--- src/rtl/rhythm_pkg.sv ---
// Shared types and default timing constants for the rhythm-game judge path.
// The note scheduler uses the same window defaults.
package rhythm_pkg;

  typedef enum logic [1:0] {
    G_NONE    = 2'b00,
    G_PERFECT = 2'b01,
    G_GOOD    = 2'b10,
    G_MISS    = 2'b11
  } grade_t;

  typedef enum logic [1:0] {
    IDLE = 2'd0,
    OPEN = 2'd1,
    PEND = 2'd2
  } lane_state_t;

  localparam int DEF_LANES         = 4;
  localparam int DEF_WIN_W         = 4;
  localparam int DEF_PERFECT_TICKS = 2;
  localparam int DEF_GOOD_TICKS    = 6;

endpackage

--- src/rtl/lane_window.sv ---
// One lane's hit window: opens on note arrival, grades the press (or a timeout
// as MISS), then holds the grade until the arbiter acknowledges it.
module lane_window
  import rhythm_pkg::*;
#(
  parameter int WIN_W         = DEF_WIN_W,
  parameter int PERFECT_TICKS = DEF_PERFECT_TICKS,
  parameter int GOOD_TICKS    = DEF_GOOD_TICKS
) (
  input  logic   clk,
  input  logic   reset,
  input  logic   tick,
  input  logic   note_arrive,
  input  logic   press,
  input  logic   grant_ack,
  output logic   pend,
  output grade_t grade
);

  localparam logic [WIN_W-1:0] PERF_AGE = WIN_W'(PERFECT_TICKS);
  localparam logic [WIN_W-1:0] LAST_AGE = WIN_W'(GOOD_TICKS - 1);

  lane_state_t      r_state;
  logic [WIN_W-1:0] r_age;
  grade_t           r_grade;

  always_ff @(posedge clk) begin
    if (reset) begin
      r_state <= IDLE;
      r_age   <= '0;
      r_grade <= G_NONE;
    end else begin
      case (r_state)
        IDLE: if (note_arrive) begin
          r_state <= OPEN;
          r_age   <= '0;
        end
        // press beats a same-cycle tick and is judged on the current age
        OPEN: if (press) begin
          r_state <= PEND;
          r_grade <= (r_age <= PERF_AGE) ? G_PERFECT : G_GOOD;
        end else if (tick) begin
          if (r_age == LAST_AGE) begin
            r_state <= PEND;
            r_grade <= G_MISS;
          end else begin
            r_age <= r_age + 1'b1;
          end
        end
        PEND: if (grant_ack) begin
          r_grade <= G_NONE;
          r_age   <= '0;
          r_state <= note_arrive ? OPEN : IDLE;
        end
        default: r_state <= IDLE;
      endcase
    end
  end

  assign pend  = (r_state == PEND);
  assign grade = r_grade;

endmodule

--- src/rtl/lane_hit_judge.sv ---
// Per-lane timing judges feeding a locked round-robin arbiter onto a single
// valid/ready result port, plus the saturating combo counter.
module lane_hit_judge
  import rhythm_pkg::*;
#(
  parameter int LANES         = DEF_LANES,
  parameter int WIN_W         = DEF_WIN_W,
  parameter int PERFECT_TICKS = DEF_PERFECT_TICKS,
  parameter int GOOD_TICKS    = DEF_GOOD_TICKS
) (
  input  logic                     clk,
  input  logic                     reset,
  input  logic                     tick,
  input  logic [LANES-1:0]         note_arrive,
  input  logic [LANES-1:0]         press,
  output logic                     res_valid,
  input  logic                     res_ready,
  output logic [$clog2(LANES)-1:0] res_lane,
  output logic [1:0]               res_grade,
  output logic [7:0]               combo
);

  localparam int LW = $clog2(LANES);

  logic [LANES-1:0] w_pend;
  logic [LANES-1:0] w_ack;
  grade_t           w_grade [LANES];
  logic [LW-1:0]    r_ptr, r_lane, w_first, w_grant;
  logic             r_lock;
  logic [7:0]       r_combo;
  logic             w_any, w_hs;

  for (genvar g = 0; g < LANES; g++) begin : g_lane
    assign w_ack[g] = w_hs && (w_grant == LW'(g));
    lane_window #(
      .WIN_W        (WIN_W),
      .PERFECT_TICKS(PERFECT_TICKS),
      .GOOD_TICKS   (GOOD_TICKS)
    ) u_win (
      .clk        (clk),
      .reset      (reset),
      .tick       (tick),
      .note_arrive(note_arrive[g]),
      .press      (press[g]),
      .grant_ack  (w_ack[g]),
      .pend       (w_pend[g]),
      .grade      (w_grade[g])
    );
  end

  // Scan downward so the lowest offset from the pointer wins.
  always_comb begin
    int j;
    j       = 0;
    w_first = '0;
    for (int k = LANES - 1; k >= 0; k--) begin
      j = int'(r_ptr) + k;
      if (j >= LANES) j = j - LANES;
      if (w_pend[j]) w_first = LW'(j);
    end
  end

  assign w_any   = |w_pend;
  assign w_hs    = w_any & res_ready;
  assign w_grant = r_lock ? r_lane : w_first;

  always_ff @(posedge clk) begin
    if (reset) begin
      r_ptr   <= '0;
      r_lane  <= '0;
      r_lock  <= 1'b0;
      r_combo <= '0;
    end else if (w_hs) begin
      r_lock <= 1'b0;
      r_ptr  <= (w_grant == LW'(LANES - 1)) ? '0 : w_grant + 1'b1;
      if (w_grade[w_grant] == G_MISS) r_combo <= '0;
      else if (r_combo != 8'hFF)      r_combo <= r_combo + 8'd1;
    end else if (w_any) begin
      // stalled offer: freeze it so later PEND lanes cannot preempt
      r_lock <= 1'b1;
      r_lane <= w_grant;
    end
  end

  assign res_valid = w_any;
  assign res_lane  = w_any ? w_grant : '0;
  assign res_grade = w_any ? w_grade[w_grant] : G_NONE;
  assign combo     = r_combo;

endmodule

--- config.mk ---
export PLATFORM = sky130hd
export DESIGN_NAME = lane_hit_judge
export DESIGN_NICKNAME = d
export VERILOG_FILES = /design/src/rtl/rhythm_pkg.sv /design/src/rtl/lane_window.sv /design/src/rtl/lane_hit_judge.sv
export SDC_FILE = /design/constraint.sdc
export NUM_CORES = 1
export LEC_CHECK = 0
export ABC_AREA = 1
export CORE_AREA = 2 2 78 80
export DETAILED_ROUTE_END_ITERATION = 6
export DIE_AREA = 0 0 80 82
export DONT_BUFFER_PORTS = 1
export PLACE_DENSITY = 0.73
export SLEW_MARGIN = 20
export SYNTH_ARGS = -nofsm -noshare
export SYNTH_HDL_FRONTEND = slang
export SYNTH_HIERARCHICAL = 1
export SYNTH_SLANG_ARGS = --single-unit
export TNS_END_PERCENT = 1
--- constraint.sdc ---
create_clock -name clk -period 3.4 [get_ports clk]
set_clock_uncertainty 0.1 [all_clocks]
set_input_delay 0.68 -clock clk [delete_from_list [all_inputs] [get_ports clk]]
set_output_delay 0.68 -clock clk [all_outputs]
set_load 0.02 [all_outputs]
==> insert_results.sql, run 1 <==
INSERT INTO impl_metrics (metric_group, metric, value, unit) VALUES
('outcome', 'outcome', 'complete, no violations', ''),
('drt', 'ant_nets', '0', ''),
('floorplan', 'design.portCount', '25', ''),
('floorplan', 'core', '5750', 'um2'),
('power', 'report.power.total', '1.81', 'mW'),
('finish', 'ratio_of_cells_with_drive_above_1_in_the_final_layout', '13.8', '%'),
('timing', 'finalHoldViolations', '0', ''),
('clock_network', 'path_clk_slew', '100', 'ps'),
('drt', 'viasPerCell', '5.28', ''),
('setup_path', 'path_cells', 'inv_1 > nor2_2 > inv_1 > nand2_2 > nand2_1 > o21ai_1 > inv_1 > nand2_1 > nand2_2 > nand3_4 > nand2_8 > nand2_2 > nand3_2 > a21oi_2', ''),
('setup_path', 'total_buffers_and_inverters_traversed_by_the_critical_path', '3', ''),
('drt', 'highest_layer', 'met4', ''),
('place', 'placement.io_buffers', '0', ''),
('finish', 'area_occupied_by_registers', '901', 'um2'),
('logic_synthesis', 'synth.yosys.warnings', '6', ''),
('timing', 'setup_viol', '0', ''),
('finish', 'final_core_util', '60.5', '%'),
('clock_network', 'htree_levels', '2', ''),
('floorplan', 'die_height', '82', 'um'),
('finish', 'antenna-diode-count', '0', ''),
('logic_synthesis', 'synthTopCellsByCount', '86 x nand2_1, 82 x inv_1, 60 x nor2_1, 57 x nand3_1, 45 x dfxtp_1', ''),
('global_routing', 'grt-ovfl-total', '0', ''),
('timing', 'worst_pin_slew', '430', 'ps'),
('timing', 'slew_viol_final', '0', ''),
('setup_path', 'crit_path_start_kind', 'flop', ''),
('logic_synthesis', 'synth_cell_type_count', '33', ''),
('power', 'ir_drop', '0.254', 'mV'),
('logic_synthesis', 'synth.area.top_cells', 'dfxtp_1 27%, nand2_1 9.8%, inv_1 9.3%', ''),
('setup_path', 'cp_slowest_cell', 'dfxtp_1', ''),
('setup_path', 'critPathCaptureType', 'output port', ''),
('drt', 'drt_iter0_markers', '91', ''),
('global_routing', 'grt_max_degree', '23', ''),
('setup_path', 'top_fanout_value_on_the_critical_path', '10', ''),
('floorplan', 'die_w', '80', 'um'),
('logic_synthesis', 'post_synth.cell_area_avg', '6.56', 'um2'),
('timing', 'final.setup.tns', '0', 'ps'),
('timing', 'fin_worst_hold_slack', '325', 'ps'),
('drt', 'via_count', '3066', ''),
('flow_run', 'max-cap-violations', '0', ''),
('finish', 'fillerInstances', '582', ''),
('logic_synthesis', 'yosys_register_bits', '45', ''),
('clock_network', 'clock_latency', '310', 'ps'),
('power', 'powerDensity', '520', 'nW/um2'),
('floorplan', 'initial_utilization', '57.3', '%'),
('clock_network', 'clock-sinks', '45', ''),
('timing', 'rsz_0062_raised_after_global_routing', 'false', ''),
('clock_network', 'cts_made_buffers', '5', ''),
('drt', 'routedLengthMet1', '3270', 'um'),
('logic_synthesis', 'netlist_instances', '502', ''),
('clock_network', 'clock-root-buffer', 'clkbuf_8', ''),
('timing', 'max_freq', '324', 'MHz'),
('floorplan', 'fp.dieArea', '6560', 'um2'),
('setup_path', 'path_class', 'flop to output port', ''),
('clock_network', 'post_cts.repair.setup_buffers', '0', ''),
('logic_synthesis', 'synth_sequential_area_ratio', '27.4', '%'),
('drt', 'detail_route.first_pass.iterations', '4', ''),
('logic_synthesis', 'post_synth_instance_area', '3290', 'um2'),
('place', 'place.gp.congestion', '0.860', ''),
('drt', 'drc', '0', ''),
('power', 'p_leak', '1.61', 'nW'),
('min_path', 'holdCritPathClass', 'input port to flop', ''),
('timing', 'timing.slew.headroom', '71.3', '%'),
('floorplan', 'fp-row-count', '28', ''),
('finish', 'num-nets-final', '534', ''),
('place', 'final_hpwl_dp', '5320', 'um'),
('global_routing', 'first_global_vias', '2727', ''),
('global_routing', 'initial_antenna_violation_count', '0', ''),
('logic_synthesis', 'mappedNetlistNets', '531', ''),
('setup_path', 'critical-path-max-stage-delay', '400', 'ps'),
('logic_synthesis', 'asyncSetResetFlopFracSynth', '0', '%'),
('global_routing', 'wire_length_of_the_first_global_routing_pass', '11700', 'um');
## layer usage
metal,up-vias,global-route usage (%)
li1,1611,-
met1,1391,26.8
met2,56,39.1
met3,8,6.59
met4,0,4.92
met5,-,0
## kinds of logic (layout without fill, tap and decap cells)
| logic type | count (synthesis) | count (layout) | share of synthesized area [%] |
|---|---|---|---|
| adders and majority gates | 17 | 17 | 6.46 |
| and+or+nand+nor | 267 | 267 | 41.6 |
| buffers and inverters | 98 | 102 | 11.7 |
| AOI/OAI and AO/OA | 71 | 71 | 11.8 |
| DFF | 45 | 45 | 27.4 |
| xor gates and xnor gates | 4 | 4 | 1.06 |
## flip-flops by register name, summed over array words and instances (netlist names)
register              flops
g_lane.u_win/r_state      8
combo                     8
g_lane.u_win/r_age       16
r_lock                    1
r_lane                    2
r_ptr                     2
g_lane.u_win/grade        8
## repair_timing
action                                  in CTS  in global routing
gates resized for setup                      0                  4
hold buffers                                 0                  0
endpoints found under the setup margin       0                  2
## through the flow
step	setup WS (ps)	cells	cell area [um2]
3_3_place_gp	522	573	3370
4_1_cts	31.9	581	3460
2_1_floorplan	663	502	3290
6_report	315	581	3470
3_5_place_dp	381	573	3370
5_1_grt	87.6	581	3470
## final cells by class
type | count | area share, %
Clock buffer | 5 | 1.98
Clock inverter | 3 | 0.648
Inverter | 91 | 9.98
Multi-Input combinational cell | 359 | 58.1
Sequential cell | 45 | 25.9
Tap cell | 75 | 2.70
Timing Repair Buffer | 3 | 0.648
## layout by cell type, fill, tap and decap left out, types with 2 or more instances in the layout
cell type,netlist,routed
nand3_4,2,2
inv_1,82,82
buf_4,0,3
o21ai_0,20,20
a21oi_2,1,3
nand2_1,86,86
nand3_1,57,57
a31oi_1,4,4
nand2_4,4,4
nor2_1,60,58
nor3_1,6,6
inv_2,3,3
xor2_1,4,4
a21oi_1,37,35
o21ai_1,2,2
clkinv_1,4,4
clkinv_4,0,2
ha_1,17,17
nand3_2,15,15
dfxtp_1,45,45
nand2_2,18,18
or2_0,4,4
o21ai_2,5,5
nor2_2,0,2
clkbuf_8,0,5
inv_4,2,2
nand4_1,10,10
## final timing paths
kind                                            startpoint                  endpoint  slack, ps  cells after the start
worst max-delay path            g_lane[0].u_win/r_state[1]              res_grade[1]        310                     14
worst min register to register    g_lane[3].u_win/grade[0]  g_lane[3].u_win/grade[0]        390                      2
worst min-delay path                                 reset                  combo[1]        320                      1
worst max register to register  g_lane[0].u_win/r_state[1]  g_lane[3].u_win/r_age[0]        590                     20
## where the power goes
part / internal [mW] / switching, mW
Combinational: 0.259 / 0.521
Clock: 0.146 / 0.202
Sequential: 0.595 / 0.0819
Total: 1.00 / 0.805
Power figures use the tool's default switching activity.
==> run 2, diff against run 1 <==
==> constraint.sdc (replaced) <==
create_clock -name clk -period 3.4 [get_ports clk]
set_clock_uncertainty 0.1 [all_clocks]
set_input_delay 0.68 -clock clk [delete_from_list [all_inputs] [get_ports clk]]
set_output_delay 0.68 -clock clk [all_outputs]
set_load 0.05 [all_outputs]
==> run 2 against run 1 <==
Global-route usage shrank 0.32 points. Via count grew 1.1%. Highest routed layer unchanged. Non-clock buffer count grew 5. Fmax shrank 2.1%. Largest cell class unchanged.
==> insert_results.sql, run 2 (synthesized netlist as in run 1, its figures left out) <==
INSERT INTO impl_metrics (metric_group, metric, value, unit) VALUES
('finish', 'antenna-diode-count', '0', ''),
('flow_run', 'max-cap-violations', '0', ''),
('place', 'place.gp.congestion', '0.887', ''),
('finish', 'area_growth_syn_to_layout', '7.45', '%'),
('power', 'ir_drop', '0.304', 'mV'),
('place', 'final_hpwl_dp', '5200', 'um'),
('setup_path', 'r2r_start', 'g_lane[1].u_win/r_state[1]', ''),
('clock_network', 'post_cts.repair.setup_buffers', '0', ''),
('clock_network', 'htree_levels', '2', ''),
('setup_path', 'startpoint', 'g_lane[1].u_win/r_state[1]', ''),
('clock_network', 'clock_tree_from_tritoncts', 'yes', ''),
('timing', 'finalWorstPathRequiredPeriod', '3150', 'ps'),
('setup_path', 'crit_path_start_kind', 'flop', ''),
('global_routing', 'grt_max_degree', '23', ''),
('clock_network', 'maximum_buffer_depth_of_the_clock_tree', '2', ''),
('timing', 'timing.slew.headroom', '51.7', '%'),
('place', 'placement.io_buffers', '0', ''),
('clock_network', 'cts_resized', '0', ''),
('setup_path', 'worstPathArrival', '2370', 'ps'),
('floorplan', 'design.portCount', '25', ''),
('finish', 'finish.cell_count_without_fillers', '586', ''),
('finish', 'largest_register', 'g_lane.u_win/r_age', ''),
('floorplan', 'die_height', '82', 'um'),
('drt', 'finalWirelength', '7010', 'um'),
('global_routing', 'grt-ovfl-total', '0', ''),
('drt', 'via_count', '3101', ''),
('timing', 'slew_viol_final', '0', ''),
('drt', 'drt_iter0_markers', '141', ''),
('clock_network', 'cts_made_buffers', '5', ''),
('floorplan', 'core', '5750', 'um2'),
('min_path', 'holdCritPathClass', 'input port to flop', ''),
('setup_path', 'top_fanout_value_on_the_critical_path', '10', ''),
('drt', 'detail_route.first_pass.iterations', '4', ''),
('timing', 'finalHoldViolations', '0', ''),
('global_routing', 'globalRouteTotalUtil', '21.9', '%'),
('setup_path', 'crit_end', 'res_grade[1]', ''),
('setup_path', 'critical_path_required', '2620', 'ps'),
('finish', 'flip_flop_count_of_the_largest_register_after_layout', '16', ''),
('floorplan', 'initial_utilization', '57.3', '%'),
('timing', 'worst_pin_slew', '719', 'ps'),
('timing', 'max_freq', '317', 'MHz'),
('finish', 'ratio_of_cells_with_drive_above_1_in_the_final_layout', '14.5', '%'),
('timing', 'final.period_utilization', '92.7', '%'),
('floorplan', 'fp-row-count', '28', ''),
('global_routing', 'initial_antenna_violation_count', '0', ''),
('drt', 'ant_nets', '0', ''),
('floorplan', 'die_w', '80', 'um'),
('finish', 'final_core_util', '61.6', '%'),
('drt', 'avgRoutedWirePerCell', '12.0', 'um'),
('clock_network', 'clock_latency', '300', 'ps'),
('setup_path', 'critPathCaptureType', 'output port', ''),
('drt', 'viasPerCell', '5.29', ''),
('clock_network', 'clock-sinks', '45', ''),
('timing', 'setup_viol', '0', ''),
('setup_path', 'worst-r2r-setup-slack', '570', 'ps'),
('setup_path', 'r2r_cells', '20', ''),
('floorplan', 'fp.dieArea', '6560', 'um2'),
('timing', 'final.setup.tns', '0', 'ps'),
('setup_path', 'path_class', 'flop to output port', ''),
('place', 'placement.cell_area', '3410', 'um2'),
('finish', 'layout_common_cells', '86 x nand2_1, 82 x inv_1, 57 x nand3_1', ''),
('power', 'powerDensity', '545', 'nW/um2'),
('clock_network', 'clock-root-buffer', 'clkbuf_8', ''),
('clock_network', 'post_cts_hold_buffer_count', '0', ''),
('drt', 'drc', '0', ''),
('finish', 'design_area', '3540', 'um2'),
('outcome', 'outcome', 'complete, no violations', ''),
('global_routing', 'wire_length_of_the_first_global_routing_pass', '11600', 'um'),
('power', 'p_leak', '1.65', 'nW'),
('global_routing', 'first_global_vias', '2696', ''),
('clock_network', 'path_clk_slew', '90', 'ps'),
('timing', 'fin_worst_hold_slack', '331', 'ps'),
('timing', 'rsz_0062_raised_after_global_routing', 'false', ''),
('place', 'dp.cells', '578', ''),
('finish', 'num-nets-final', '539', ''),
('finish', 'layout_commonest_cell', 'nand2_1', ''),
('setup_path', 'crit-reg2reg-capture', 'g_lane[3].u_win/r_age[0]', '');
## run 2: per-layer routing
layer	track usage, %	vias to the layer above	wire, um
met1	28.4	1396	3260
met2	36.8	64	3310
met3	4.84	9	348
met4	5.76	0	89
li1	-	1632	-
met5	0	-	0
## run 2: layout make-up
cell class | instances | area (um2)
flip-flops and latches | 45 | 901
multi-input cells | 359 | 2030
repair buffers | 8 | 60.1
well taps | 75 | 93.8
clock inverters | 2 | 38.8
clock buffers | 6 | 72.6
inverters | 91 | 347
fillers | 537 | 2210
## run 2: how the worst min path moves through the flow
stage                        startpoint  slack [ps]                         end  cells past startpoint
2_1_floorplan  g_lane[0].u_win/grade[0]         350    g_lane[0].u_win/grade[0]                      2
3_3_place_gp   g_lane[0].u_win/grade[1]         360    g_lane[0].u_win/grade[1]                      2
3_5_place_dp   g_lane[2].u_win/grade[1]         380    g_lane[2].u_win/grade[1]                      2
4_1_cts                           reset         320  g_lane[1].u_win/r_state[1]                      1
5_1_grt                           reset         320                    combo[1]                      1
6_report                          reset         330                    combo[1]                      1
## run 2: critical path: stages (launching register included)
cell	delay (ps)
dfxtp_1	380
inv_1	110
nor2_4	190
inv_1	90
nand2_2	90
nand3_1	110
nand2_1	100
nand3_2	80
nand2_1	90
nand2_2	70
nand3_4	120
nand2_8	90
nand2_2	70
nand3_2	90
a21oi_1	170
buf_4	220
## run 2: metrics by stage
stage	total power, mW	setup WS (ps)
6_report	1.93	248
3_3_place_gp	1.49	485
3_5_place_dp	1.51	386
2_1_floorplan	1.37	242
5_1_grt	2.07	36.3
4_1_cts	1.93	23.3
## run 2: where the power goes
part	internal [mW]	leakage [nW]	switching, mW
Clock	0.221	0.0554	0.195
Combinational	0.269	1.22	0.569
Sequential	0.595	0.369	0.0778
